===== src/rtl/cu_pkg.sv =====
// Shared state encodings for the control sequencer.
package cu_pkg;

  localparam logic [2:0] ST_START   = 3'd0;
  localparam logic [2:0] ST_FETCH   = 3'd1;
  localparam logic [2:0] ST_DECODE  = 3'd2;
  localparam logic [2:0] ST_EXECUTE = 3'd3;
  localparam logic [2:0] ST_MEM     = 3'd4;
  localparam logic [2:0] ST_FAULT   = 3'd7;

  typedef enum logic [2:0] {
    S_START   = ST_START,
    S_FETCH   = ST_FETCH,
    S_DECODE  = ST_DECODE,
    S_EXECUTE = ST_EXECUTE,
    S_MEM     = ST_MEM,
    S_FAULT   = ST_FAULT
  } cu_state_e;

endpackage


===== src/rtl/cu_wait_timer.sv =====
// Counts consecutive not-ready cycles of a memory wait; flags expiry on the
// cycle the count would reach TIMEOUT while ready is still low.
module cu_wait_timer #(
  parameter int TIMEOUT = 16
) (
  input  logic clk,
  input  logic rst,
  input  logic clear,
  input  logic count,
  input  logic ready,
  output logic expired
);

  localparam int          CW  = (TIMEOUT > 1) ? $clog2(TIMEOUT) : 1;
  localparam logic [CW-1:0] LIM = (TIMEOUT > 0) ? CW'(TIMEOUT - 1) : '0;
  localparam logic        EN  = (TIMEOUT > 0);

  logic [CW-1:0] r_cnt;

  // r_cnt holds not-ready cycles already elapsed; saturates at LIM.
  always_ff @(posedge clk) begin
    if (!rst || clear)
      r_cnt <= '0;
    else if (count && !ready && (r_cnt != LIM))
      r_cnt <= r_cnt + 1'b1;
  end

  // A ready in the expiry cycle wins, so ready gates the flag.
  assign expired = EN && count && !ready && (r_cnt == LIM);

endmodule


===== src/rtl/control_sequencer.sv =====
// Multi-cycle fetch/decode/execute/mem sequencer with ready/valid waits,
// stall support, selectable branch-flush routing and a sticky wait fault.
module control_sequencer
  import cu_pkg::*;
#(
  parameter int EX_CNT_W     = 4,
  parameter int TIMEOUT      = 16,
  parameter int BRANCH_FLUSH = 1
) (
  input  logic                clk,
  input  logic                rst,
  input  logic                fetch_ready,
  input  logic                mem_ready,
  input  logic                stall,
  input  logic                ig_ex,
  input  logic                br_en,
  input  logic                write_rd,
  input  logic                update_flags,
  input  logic                mem_op,
  input  logic                mem_wr,
  input  logic [EX_CNT_W-1:0] ex_cycles,
  output logic                cu_fetch,
  output logic                cu_decode,
  output logic                cu_execute,
  output logic                cu_rd_mem,
  output logic                cu_wr_mem,
  output logic                ld_pc,
  output logic                ld_rd,
  output logic                ld_apsr,
  output logic                cu_branch,
  output logic                cu_fault,
  output logic [2:0]          state
);

  localparam logic FLUSH = (BRANCH_FLUSH != 0);

  cu_state_e           r_state, w_next;
  logic [EX_CNT_W-1:0] r_ex_cnt;
  logic                r_br_l, r_wrd_l, r_upf_l, r_memop_l, r_memwr_l;
  logic                w_wait_cnt, w_ready, w_clear, w_expired;

  // One timer serves both wait states; it restarts on every state change.
  assign w_wait_cnt = (r_state == S_FETCH) || (r_state == S_MEM);
  assign w_ready    = (r_state == S_FETCH) ? fetch_ready : mem_ready;
  assign w_clear    = (w_next != r_state);

  cu_wait_timer #(.TIMEOUT(TIMEOUT)) u_wait (
    .clk     (clk),
    .rst     (rst),
    .clear   (w_clear),
    .count   (w_wait_cnt),
    .ready   (w_ready),
    .expired (w_expired)
  );

  // State register.
  always_ff @(posedge clk) begin
    if (!rst) r_state <= S_START;
    else      r_state <= w_next;
  end

  // Decode-field latches and execute counter; branch flag drops after START.
  always_ff @(posedge clk) begin
    if (!rst) begin
      r_ex_cnt  <= '0;
      r_br_l    <= 1'b0;
      r_wrd_l   <= 1'b0;
      r_upf_l   <= 1'b0;
      r_memop_l <= 1'b0;
      r_memwr_l <= 1'b0;
    end else begin
      case (r_state)
        S_START: r_br_l <= 1'b0;
        S_DECODE: if (!stall) begin
          r_ex_cnt  <= ex_cycles;
          r_br_l    <= br_en;
          r_wrd_l   <= write_rd;
          r_upf_l   <= update_flags;
          r_memop_l <= mem_op;
          r_memwr_l <= mem_wr;
        end
        S_EXECUTE: if (!stall && (r_ex_cnt != '0)) r_ex_cnt <= r_ex_cnt - 1'b1;
        default: ;
      endcase
    end
  end

  // Next state and all strobes/pulses, decoded from the current state.
  always_comb begin
    w_next     = r_state;
    cu_fetch   = 1'b0;
    cu_decode  = 1'b0;
    cu_execute = 1'b0;
    cu_rd_mem  = 1'b0;
    cu_wr_mem  = 1'b0;
    ld_pc      = 1'b0;
    ld_rd      = 1'b0;
    ld_apsr    = 1'b0;
    cu_branch  = 1'b0;
    cu_fault   = 1'b0;
    case (r_state)
      S_START: begin
        w_next    = S_FETCH;
        cu_branch = FLUSH && r_br_l;
      end
      S_FETCH: begin
        cu_fetch = 1'b1;
        if (fetch_ready) begin
          ld_pc  = 1'b1;
          w_next = S_DECODE;
        end else if (w_expired) begin
          w_next = S_FAULT;
        end
      end
      S_DECODE: begin
        cu_decode = 1'b1;
        if (!stall) w_next = ig_ex ? S_FETCH : S_EXECUTE;
      end
      S_EXECUTE: begin
        cu_execute = 1'b1;
        if (!stall && (r_ex_cnt == '0)) begin
          if (r_memop_l) begin
            w_next = S_MEM;
          end else begin
            ld_rd   = r_wrd_l;
            ld_apsr = r_upf_l;
            if (r_br_l && FLUSH) begin
              w_next = S_START;
            end else begin
              w_next    = S_FETCH;
              cu_branch = r_br_l;
            end
          end
        end
      end
      S_MEM: begin
        cu_rd_mem = !r_memwr_l;
        cu_wr_mem = r_memwr_l;
        if (mem_ready) begin
          ld_rd = r_wrd_l && !r_memwr_l;
          if (r_br_l && FLUSH) begin
            w_next = S_START;
          end else begin
            w_next    = S_FETCH;
            cu_branch = r_br_l;
          end
        end else if (w_expired) begin
          w_next = S_FAULT;
        end
      end
      S_FAULT: cu_fault = 1'b1;
      default: w_next = S_START;
    endcase
  end

  assign state = r_state;

endmodule


===== config.mk =====
export PLATFORM = sky130hd
export DESIGN_NAME = control_sequencer
export DESIGN_NICKNAME = d
export VERILOG_FILES = /design/src/rtl/cu_pkg.sv /design/src/rtl/cu_wait_timer.sv /design/src/rtl/control_sequencer.sv
export SDC_FILE = /design/constraint.sdc
export NUM_CORES = 1
export LEC_CHECK = 0
export ABC_CLOCK_PERIOD_IN_PS = 2300
export CAP_MARGIN = 20
export CELL_PAD_IN_SITES_DETAIL_PLACEMENT = 1
export CELL_PAD_IN_SITES_GLOBAL_PLACEMENT = 2
export CORE_ASPECT_RATIO = 0.7
export CORE_UTILIZATION = 29
export CTS_CLUSTER_SIZE = 8
export DETAILED_ROUTE_END_ITERATION = 6
export PLACE_DENSITY = 0.83
export SYNTH_ARGS = -nofsm -noshare
export SYNTH_HDL_FRONTEND = slang
export SYNTH_SLANG_ARGS = --single-unit
export TNS_END_PERCENT = 20

===== constraint.sdc =====
create_clock -name clk -period 2.3 [get_ports clk]
set_input_delay 0.46 -clock clk [delete_from_list [all_inputs] [get_ports clk]]
set_output_delay 0.46 -clock clk [all_outputs]
set_load 0.05 [all_outputs]

==> results.cfg, run 1 <==
[clock_tree]
cts_tree = built
worstSkewPairLatency_ns = 0.26
htree_levels = 1
cts_hold_buf = 0
cts_sinks = 16
cts_buffer_depth = 2
root_buffer = clkbuf_8
cts.clk_slew.worst_paths_ns = 0.07
numCtsBuffers = 3

[routing]
top_layer = met4
num_vias = 1130
drt-met1-wl_mm = 1.697
drcViolationCount = 0
wl_met3_um = 140
dr_wl_met2_mm = 1.453
wl_per_cell_um = 15.15
drt_iter0_drc = 73
routed_wl_mm = 3.302
vias_per_cell = 5.183
antenna_left = 0
first_pass_iters = 4

[floorplanning]
ios = 28
start_util_pct = 30.71
die_h_um = 53.53
rows = 18
die_width_um = 75.61
die_area_um2 = 4047
core-area_um2 = 3581

[synth]
syn-cell-area_um2 = 1100
synth-warning-count = 0
synth_edf_count = 0
async_flop_share_pct = 0
synth_cell_types = 43
syn_nets = 153
yosys.area_share.simple_pct = 34.81
synth.area.top_cells = dfxtp_1 29%, mux2i_1 5.5%, nor2_1 5.5%
synthFlopType = dfxtp_1
netlist_instances = 135
ys_ff_latch = 16
synthAdderAreaFrac_pct = 3.413
synth.area.mux_share_pct = 5.461
synth_top_cell_area_share_pct = 29.12
yosys.area.top_type = dfxtp_1
avgSynthCellArea_um2 = 8.147
yosysSeqAreaShare_pct = 29.12
synth-compound-area-share_pct = 20.14
synth_top_family_by_area = simple AND/OR/NAND/NOR gates
synth_xor_area_share_pct = 0.7964

[sta]
setup_tns_ns = 0
maxSlewViolCount = 0
setup_viol = 0
final-hold-violation-count = 0
tightestPinTransition_ns = 0.5620
finalCritPeriodShare_pct = 97.48
skew_ns = 0.007143
max_slew_margin_pct = 62.24
rsz0062_at_grt = no
max_freq_ghz = 0.4460
final.min_clock_period_ns = 2.242

[layout]
multi_input_area_um2 = 777.0
drive_gt1_share_pct = 26.79
final_nets = 187
num_antenna_cells = 0
utilization_pct = 44.62
seq_area_um2 = 329.1
n_fill_cell = 419
synthToLayoutAreaGrowth_pct = 45.28

[power]
ir_worst_vdd_v = 0.0002153
p_leak_nw = 0.5890
p_per_area_nw_per_um2 = 486.8
p_total_uw = 777.8

[global_routing]
grt_max_degree = 22
first_global_vias = 1142
grt.total_usage_pct = 19.01
grt_pass1_wl_mm = 5.623
antenna_found_initial = 0
grt.overflow.total = 0

[worst_setup_path]
cp_slowest_cell = or4b_4
critical_path_class = flip-flop to output port
slowest_delay_ns = 0.48
crit_arrival_ns = 1.78
crit_chain = inv_2 > ha_4 > or4b_4 > nor3_4 > a21oi_2 > nor2b_4 > buf_12
start_kind = flip-flop
worstPathRequired_ns = 1.84
worstPathMaxFanout = 2
endpoint_kind = output port

[run]
maxCapViolCount = 0

[placed_design]
io_buffers = 27
hpwl_mm = 2.485
gp_congestion = 0.7909

[min_path]
min-delay-path-class = flip-flop to flip-flop

[status]
outcome = finished clean
kinds of logic after synthesis:
kind of cell	Yosys count
flops	16
fa+ha+maj	3
buf+inv	13
xor+xnor	1
mux	6
simple gates	62
compound gates	34
stage by stage:
stage          area, µm²  worst slack, ns  std cells  hold WS (ns)
5_1_grt             1598         0.005400        218        0.5532
3_5_place_dp        1499          -0.2345        211        0.5036
4_1_cts             1590         -0.02496        217        0.5240
2_1_floorplan       1156          0.02180        135        0.4515
6_report            1598          0.05786        218        0.5161
3_3_place_gp        1499          -0.1710        211        0.4856
state kept, by name (all words and copies together), names as in the netlist:
signal and flops:
r_upf_l 1, r_memwr_l 1, state 3, r_wrd_l 1
r_ex_cnt 4, u_wait.r_cnt 4, r_memop_l 1, r_br_l 1
critical path, delay by kind of cell, from the launching register on:
family	cells	cell delay, ns
AND/OR/NAND/NOR	3	0.79
adder cells (fa/ha/maj)	1	0.13
buffers and inverters	2	0.21
flip-flops	1	0.33
AO/OA/AOI/OAI	1	0.07
cell type report:
type                            count  area share (%)
Clock buffer                        4           2.819
Timing Repair Buffer               36           22.63
Sequential cell                    16           20.60
Tap cell                           50           3.915
Inverter                            6           1.410
Multi-Input combinational cell    106           48.63
routing by layer:
| metal | vias up | global-route usage (%) |
|---|---|---|
| met2 | 25 | 30.80 |
| met3 | 2 | 5.333 |
| li1 | 563 | - |
| met1 | 540 | 26.02 |
| met4 | 0 | 1.852 |
| met5 | - | 0 |
synth_stat cells, types with 3 or more instances:
cell      count
or3_1         4
nor3_1        7
o21ai_1       3
nand3_1       3
a211oi_1      3
nand2_1       5
inv_1         5
o22ai_1       3
mux2i_1       6
nand2b_1      5
nor2_1       16
and2_1        4
clkbuf_1      3
o21ai_0       7
dfxtp_1      16
ha_1          3
a21oi_1       8
and3_1        3
where the power goes:
| group | leakage (nW) | switching (mW) | internal [mW] | total, mW |
|---|---|---|---|---|
| registers | 0.132 | 0.0229 | 0.288 | 0.311 |
| clock network | 0.0228 | 0.107 | 0.123 | 0.230 |
| logic | 0.434 | 0.131 | 0.105 | 0.237 |
timing repair:
item,4_1_cts,5_1_grt
buffers inserted,2,1
resized for setup,11,0
pin swaps,3,1
setup endpoints to repair,2,2
path summary, 6_finish.rpt:
path | from | to | slack, ns | depth (start not counted)
hold reg to reg | r_wrd_l$_SDFFE_PN0P_ | r_wrd_l$_SDFFE_PN0P_ | 0.52 | 2
hold / removal | r_wrd_l$_SDFFE_PN0P_ | r_wrd_l$_SDFFE_PN0P_ | 0.52 | 2
setup / recovery | r_ex_cnt[1]$_SDFFE_PN0P_ | ld_rd | 0.06 | 7
setup reg to reg | state[0]$_SDFF_PN0_ | r_ex_cnt[0]$_SDFFE_PN0P_ | 0.57 | 5
cells in the final DEF (no fill, tap or decap), drive strengths merged, types with 2 or more instances in the layout:
master / count
a21oi: 8
clkdlybuf4s50: 16
dfxtp: 16
o22ai: 3
mux2i: 6
or3: 4
clkbuf: 4
nor3b: 2
inv: 6
nand2: 5
o2111ai: 2
nor4b: 4
and3: 3
and2: 4
a211oi: 4
o21ai: 10
nand2b: 5
nor2b: 2
ha: 3
nand3: 3
buf: 19
nor2: 17
nor3: 8
Power figures use the tool's default switching activity.
==> run 2, diff against run 1 <==
- CTS_CLUSTER_DIAMETER: unset -> 60
- PLACE_DENSITY: 0.83 -> unset
- PLACE_DENSITY_LB_ADDON: unset -> 0.3
==> run 2 against run 1 <==
Compared with the run above:
- combinational power barely moved
- register-to-register slack got worse by 0.03 ns
- count of clock-buffer cells in the layout unchanged
- global-route usage grew 0.29 points
- sequential share of layout area decreased by 0.096 points
- cell count is the same
- power is 3.6% higher
- clock skew fell by 0.0048 ns
- routed wire length up 3.0%
- clock power grew 12%
- core utilization up 0.21 points
- worst hold slack worse by 0.024 ns
==> results.cfg, run 2 (synthesized netlist as in run 1, its figures left out) <==
[status]
outcome = finished clean

[min_path]
min-delay-path-class = flip-flop to flip-flop

[global_routing]
first_global_vias = 1127
grt_max_degree = 21
antenna_found_initial = 0
grt.total_usage_pct = 19.31
grt_pass1_wl_mm = 5.589
grt.overflow.total = 0

[floorplanning]
rows = 18
die_area_um2 = 4047
core-area_um2 = 3581
die_width_um = 75.61
start_util_pct = 30.71
ios = 28
die_h_um = 53.53

[sta]
setup_tns_ns = 0
max_slew_margin_pct = 66.90
worst_slack_ns = 0.06171
max_freq_ghz = 0.4468
tightestPinTransition_ns = 0.4950
finalCritPeriodShare_pct = 97.32
final.min_clock_period_ns = 2.238
skew_ns = 0.002295
setup_viol = 0
final-hold-violation-count = 0
rsz0062_at_grt = yes
maxSlewViolCount = 0

[worst_setup_path]
cp_slowest_cell = or4b_4
start_kind = flip-flop
slowest_delay_ns = 0.47
worstPathRequired_ns = 1.84
critical_path_class = flip-flop to output port
worstPathMaxFanout = 2
crit_chain = inv_2 > ha_4 > or4b_4 > nor3_4 > a21oi_2 > nor2b_4 > buf_12
crit_arrival_ns = 1.78
endpoint_kind = output port

[placed_design]
io_buffers = 27
hpwl_mm = 2.671
gp_congestion = 0.7790
dp_cells = 212
dp_slack_ns = -0.1894

[clock_tree]
cts_tree = built
htree_levels = 1
cts_sinks = 16
cts_hold_buf = 0
cts.clk_slew.worst_paths_ns = 0.07
numCtsBuffers = 3
root_buffer = clkbuf_8
cts_buffer_depth = 2
worstSkewPairLatency_ns = 0.25

[routing]
drcViolationCount = 0
first_pass_iters = 4
num_vias = 1145
vias_per_cell = 5.252
drt_iter0_drc = 43
wl_per_cell_um = 15.61
antenna_left = 0
routed_wl_mm = 3.402

[run]
maxCapViolCount = 0

[power]
power_frac_clock_pct = 31.8
comb_power_share_pct = 29.5
ir_worst_vdd_v = 0.0002956
p_seq_share_pct = 38.7
p_total_uw = 805.7
p_per_area_nw_per_um2 = 501.9
p_leak_nw = 0.5949
switching_share_pct = 32.45
switchingPower_uw = 261.4
internal_power_uw = 544.2

[layout]
final_nets = 187
num_antenna_cells = 0
utilization_pct = 44.83
synthToLayoutAreaGrowth_pct = 45.96
drive_gt1_share_pct = 26.79
n_fill_cell = 430
mostFrequentLayoutCell = clkdlybuf4s50_1
final_cell_mix = 16 x clkdlybuf4s50_1, 15 x nor2_1, 15 x buf_4
layout.cells.non_filler = 218
run 2: worst paths after layout:
path | startpoint | to | slack (ns) | cells past startpoint
min | r_upf_l$_SDFFE_PN0P_ | r_upf_l$_SDFFE_PN0P_ | 0.49 | 2
min reg2reg | r_upf_l$_SDFFE_PN0P_ | r_upf_l$_SDFFE_PN0P_ | 0.49 | 2
max reg2reg | state[2]$_SDFF_PN0_ | r_ex_cnt[1]$_SDFFE_PN0P_ | 0.54 | 5
max | r_ex_cnt[1]$_SDFFE_PN0P_ | ld_rd | 0.06 | 7
run 2: cell type report:
type	count	area (µm²)	share of cell area, %
timing repair buffer	36	361.6	22.53
multi-input combinational	106	774.5	48.25
clock buffer	4	55.05	3.429
sequential	16	329.1	20.50
inverter	6	22.52	1.403
tap	50	62.56	3.897
run 2: timing repair:
item / in CTS / in global routing
resized for setup: 10 / 0
pin swaps: 3 / 1
endpoints found under the setup margin: 2 / 2
cloned: 0 / 0
buffers inserted: 2 / 0
run 2: metal layers:
metal / GRT usage (%) / vias to the layer above / part of all wire (%)
met3: 4.952 / 2 / 4.0
met2: 29.32 / 30 / 44
met5: 0 / - / 0
met1: 26.84 / 556 / 51
met4: 5.556 / 0 / 0.68
li1: - / 557 / -
run 2: power groups by stage:
stage | combinational, mW | clock, mW | sequential, mW
4_1_cts | 0.237 | 0.262 | 0.312
2_1_floorplan | 0.144 | 0 | 0.317
5_1_grt | 0.255 | 0.288 | 0.315
3_5_place_dp | 0.229 | 0 | 0.317
3_3_place_gp | 0.222 | 0 | 0.317
6_report | 0.237 | 0.257 | 0.312
run 2: stage by stage:
stage | area [µm²] | hold slack (ns)
2_1_floorplan | 1156 | 0.4515
3_3_place_gp | 1506 | 0.4836
3_5_place_dp | 1506 | 0.4861
4_1_cts | 1605 | 0.5030
5_1_grt | 1605 | 0.5344
6_report | 1605 | 0.4922
run 2: critical path: cells and delay by family (launching register included):
| kind | cells | cell delay [ns] |
|---|---|---|
| AO/OA/AOI/OAI | 1 | 0.07 |
| flip-flops | 1 | 0.33 |
| adder cells (fa/ha/maj) | 1 | 0.14 |
| AND/OR/NAND/NOR | 3 | 0.77 |
| buffers and inverters | 2 | 0.21 |
==> run 3, diff against run 2 <==
- SETUP_SLACK_MARGIN: unset -> 0.4
==> run 3 against run 2 <==
Compared with the run above:
- non-clock buffer count did not move
- power about the same
- die area unchanged
- critical path depth stayed put
- worst setup slack gained 0.0056 ns
- largest power group unchanged
==> results.cfg, run 3 (synthesized netlist as in run 1, its figures left out) <==
[worst_setup_path]
worstPathRequired_ns = 1.84
crit_chain = inv_2 > ha_4 > or4b_4 > nor3_4 > a21oi_2 > nor2b_4 > buf_12
crit_arrival_ns = 1.77
start_kind = flip-flop
endpoint_kind = output port
worstPathMaxFanout = 2
critical_path_class = flip-flop to output port
slowest_delay_ns = 0.47
cp_slowest_cell = or4b_4

[layout]
num_antenna_cells = 0
final_cell_mix = 15 x nor2_1, 13 x buf_4, 12 x clkdlybuf4s50_1
n_fill_cell = 432
drive_gt1_share_pct = 26.79
synthToLayoutAreaGrowth_pct = 46.64
mostFrequentLayoutCell = nor2_1
utilization_pct = 45.04
final_nets = 187

[floorplanning]
start_util_pct = 30.71
die_h_um = 53.53
die_width_um = 75.61
die_area_um2 = 4047
core-area_um2 = 3581
ios = 28
rows = 18

[routing]
vias_per_cell = 5.271
drcViolationCount = 0
drt_iter0_drc = 38
num_vias = 1149
routed_wl_mm = 3.467
antenna_left = 0
first_pass_iters = 4
wl_per_cell_um = 15.90

[global_routing]
antenna_found_initial = 0
grt_pass1_wl_mm = 5.589
grt_max_degree = 21
grt.overflow.total = 0
first_global_vias = 1127
grt.total_usage_pct = 19.31

[min_path]
min-delay-path-class = flip-flop to flip-flop

[sta]
max_slew_margin_pct = 66.18
rsz0062_at_grt = yes
final-hold-violation-count = 0
maxSlewViolCount = 0
final.min_clock_period_ns = 2.233
setup_viol = 0
whs_ns = 0.4916
tightestPinTransition_ns = 0.5034
max_freq_ghz = 0.4479
finalCritPeriodShare_pct = 97.08
skew_ns = 0.001576

[placed_design]
gp_congestion = 0.7790
hpwl_mm = 2.671
io_buffers = 27

[power]
ir_worst_vdd_v = 0.0002944
p_per_area_nw_per_um2 = 499.4
p_leak_nw = 0.6100
p_total_uw = 805.4

[clock_tree]
cts_sinks = 16
cts_tree = built
worstSkewPairLatency_ns = 0.25
cts.clk_slew.worst_paths_ns = 0.07
cts_hold_buf = 0
cts_buffer_depth = 2
numCtsBuffers = 3
root_buffer = clkbuf_8
htree_levels = 1

[status]
outcome = finished clean

[run]
maxCapViolCount = 0
run 3: area by class of cell:
| class | count | area (µm²) | area share (%) |
|---|---|---|---|
| multi-input combinational | 106 | 774.5 | 48.02 |
| sequential | 16 | 334.1 | 20.71 |
| timing repair buffer | 36 | 364.1 | 22.58 |
| clock buffer | 4 | 55.05 | 3.413 |
| inverter | 6 | 22.52 | 1.396 |
| tap | 50 | 62.56 | 3.879 |
run 3: worst max-delay path, delay by kind of cell, from the launching register on:
kind | cells | cell delay [ns]
adders and majority gates | 1 | 0.13
and+or+nand+nor | 3 | 0.77
DFF | 1 | 0.33
buffers and inverters | 2 | 0.21
AOI/OAI and AO/OA | 1 | 0.07
run 3: through the flow:
step,setup slack [ns],area (µm²),TNS (ns),instances
after CTS,-0.002019,1603,-0.002019,218
final,0.06727,1613,0,218
after floorplan,0.02180,1156,0,135
after global routing,-0.003344,1613,-0.003344,218
after global placement,-0.1609,1506,-0.3062,212
after detailed placement,-0.1894,1506,-0.3647,212
run 3: final timing paths:
| path | start | endpoint | slack [ns] | cells past startpoint |
|---|---|---|---|---|
| worst min register to register | r_upf_l$_SDFFE_PN0P_ | r_upf_l$_SDFFE_PN0P_ | 0.49 | 2 |
| worst max register to register | state[2]$_SDFF_PN0_ | r_ex_cnt[1]$_SDFFE_PN0P_ | 0.55 | 5 |
| worst max-delay path | r_ex_cnt[1]$_SDFFE_PN0P_ | ld_rd | 0.07 | 7 |
| worst min-delay path | r_upf_l$_SDFFE_PN0P_ | r_upf_l$_SDFFE_PN0P_ | 0.49 | 2 |
run 3: power breakdown:
part / total (mW) / internal (mW) / switching [mW]
sequential: 0.312 / 0.287 / 0.0247
clock: 0.257 / 0.152 / 0.105
combinational: 0.237 / 0.103 / 0.134
run 3: what timing repair did:
item                                   in CTS  in global routing
setup endpoints to repair                   7                  6
gates resized for setup                    15                  3
pin swaps                                   3                  2
cloned                                      0                  0
endpoints found under the hold margin       0                  0
buffers inserted                            2                  0
run 3: per-layer routing:
metal / track usage [%] / wire, µm
met1: 26.84 / 1717
met2: 29.32 / 1565
met4: 5.556 / 29
met5: 0 / 0
met3: 4.952 / 156
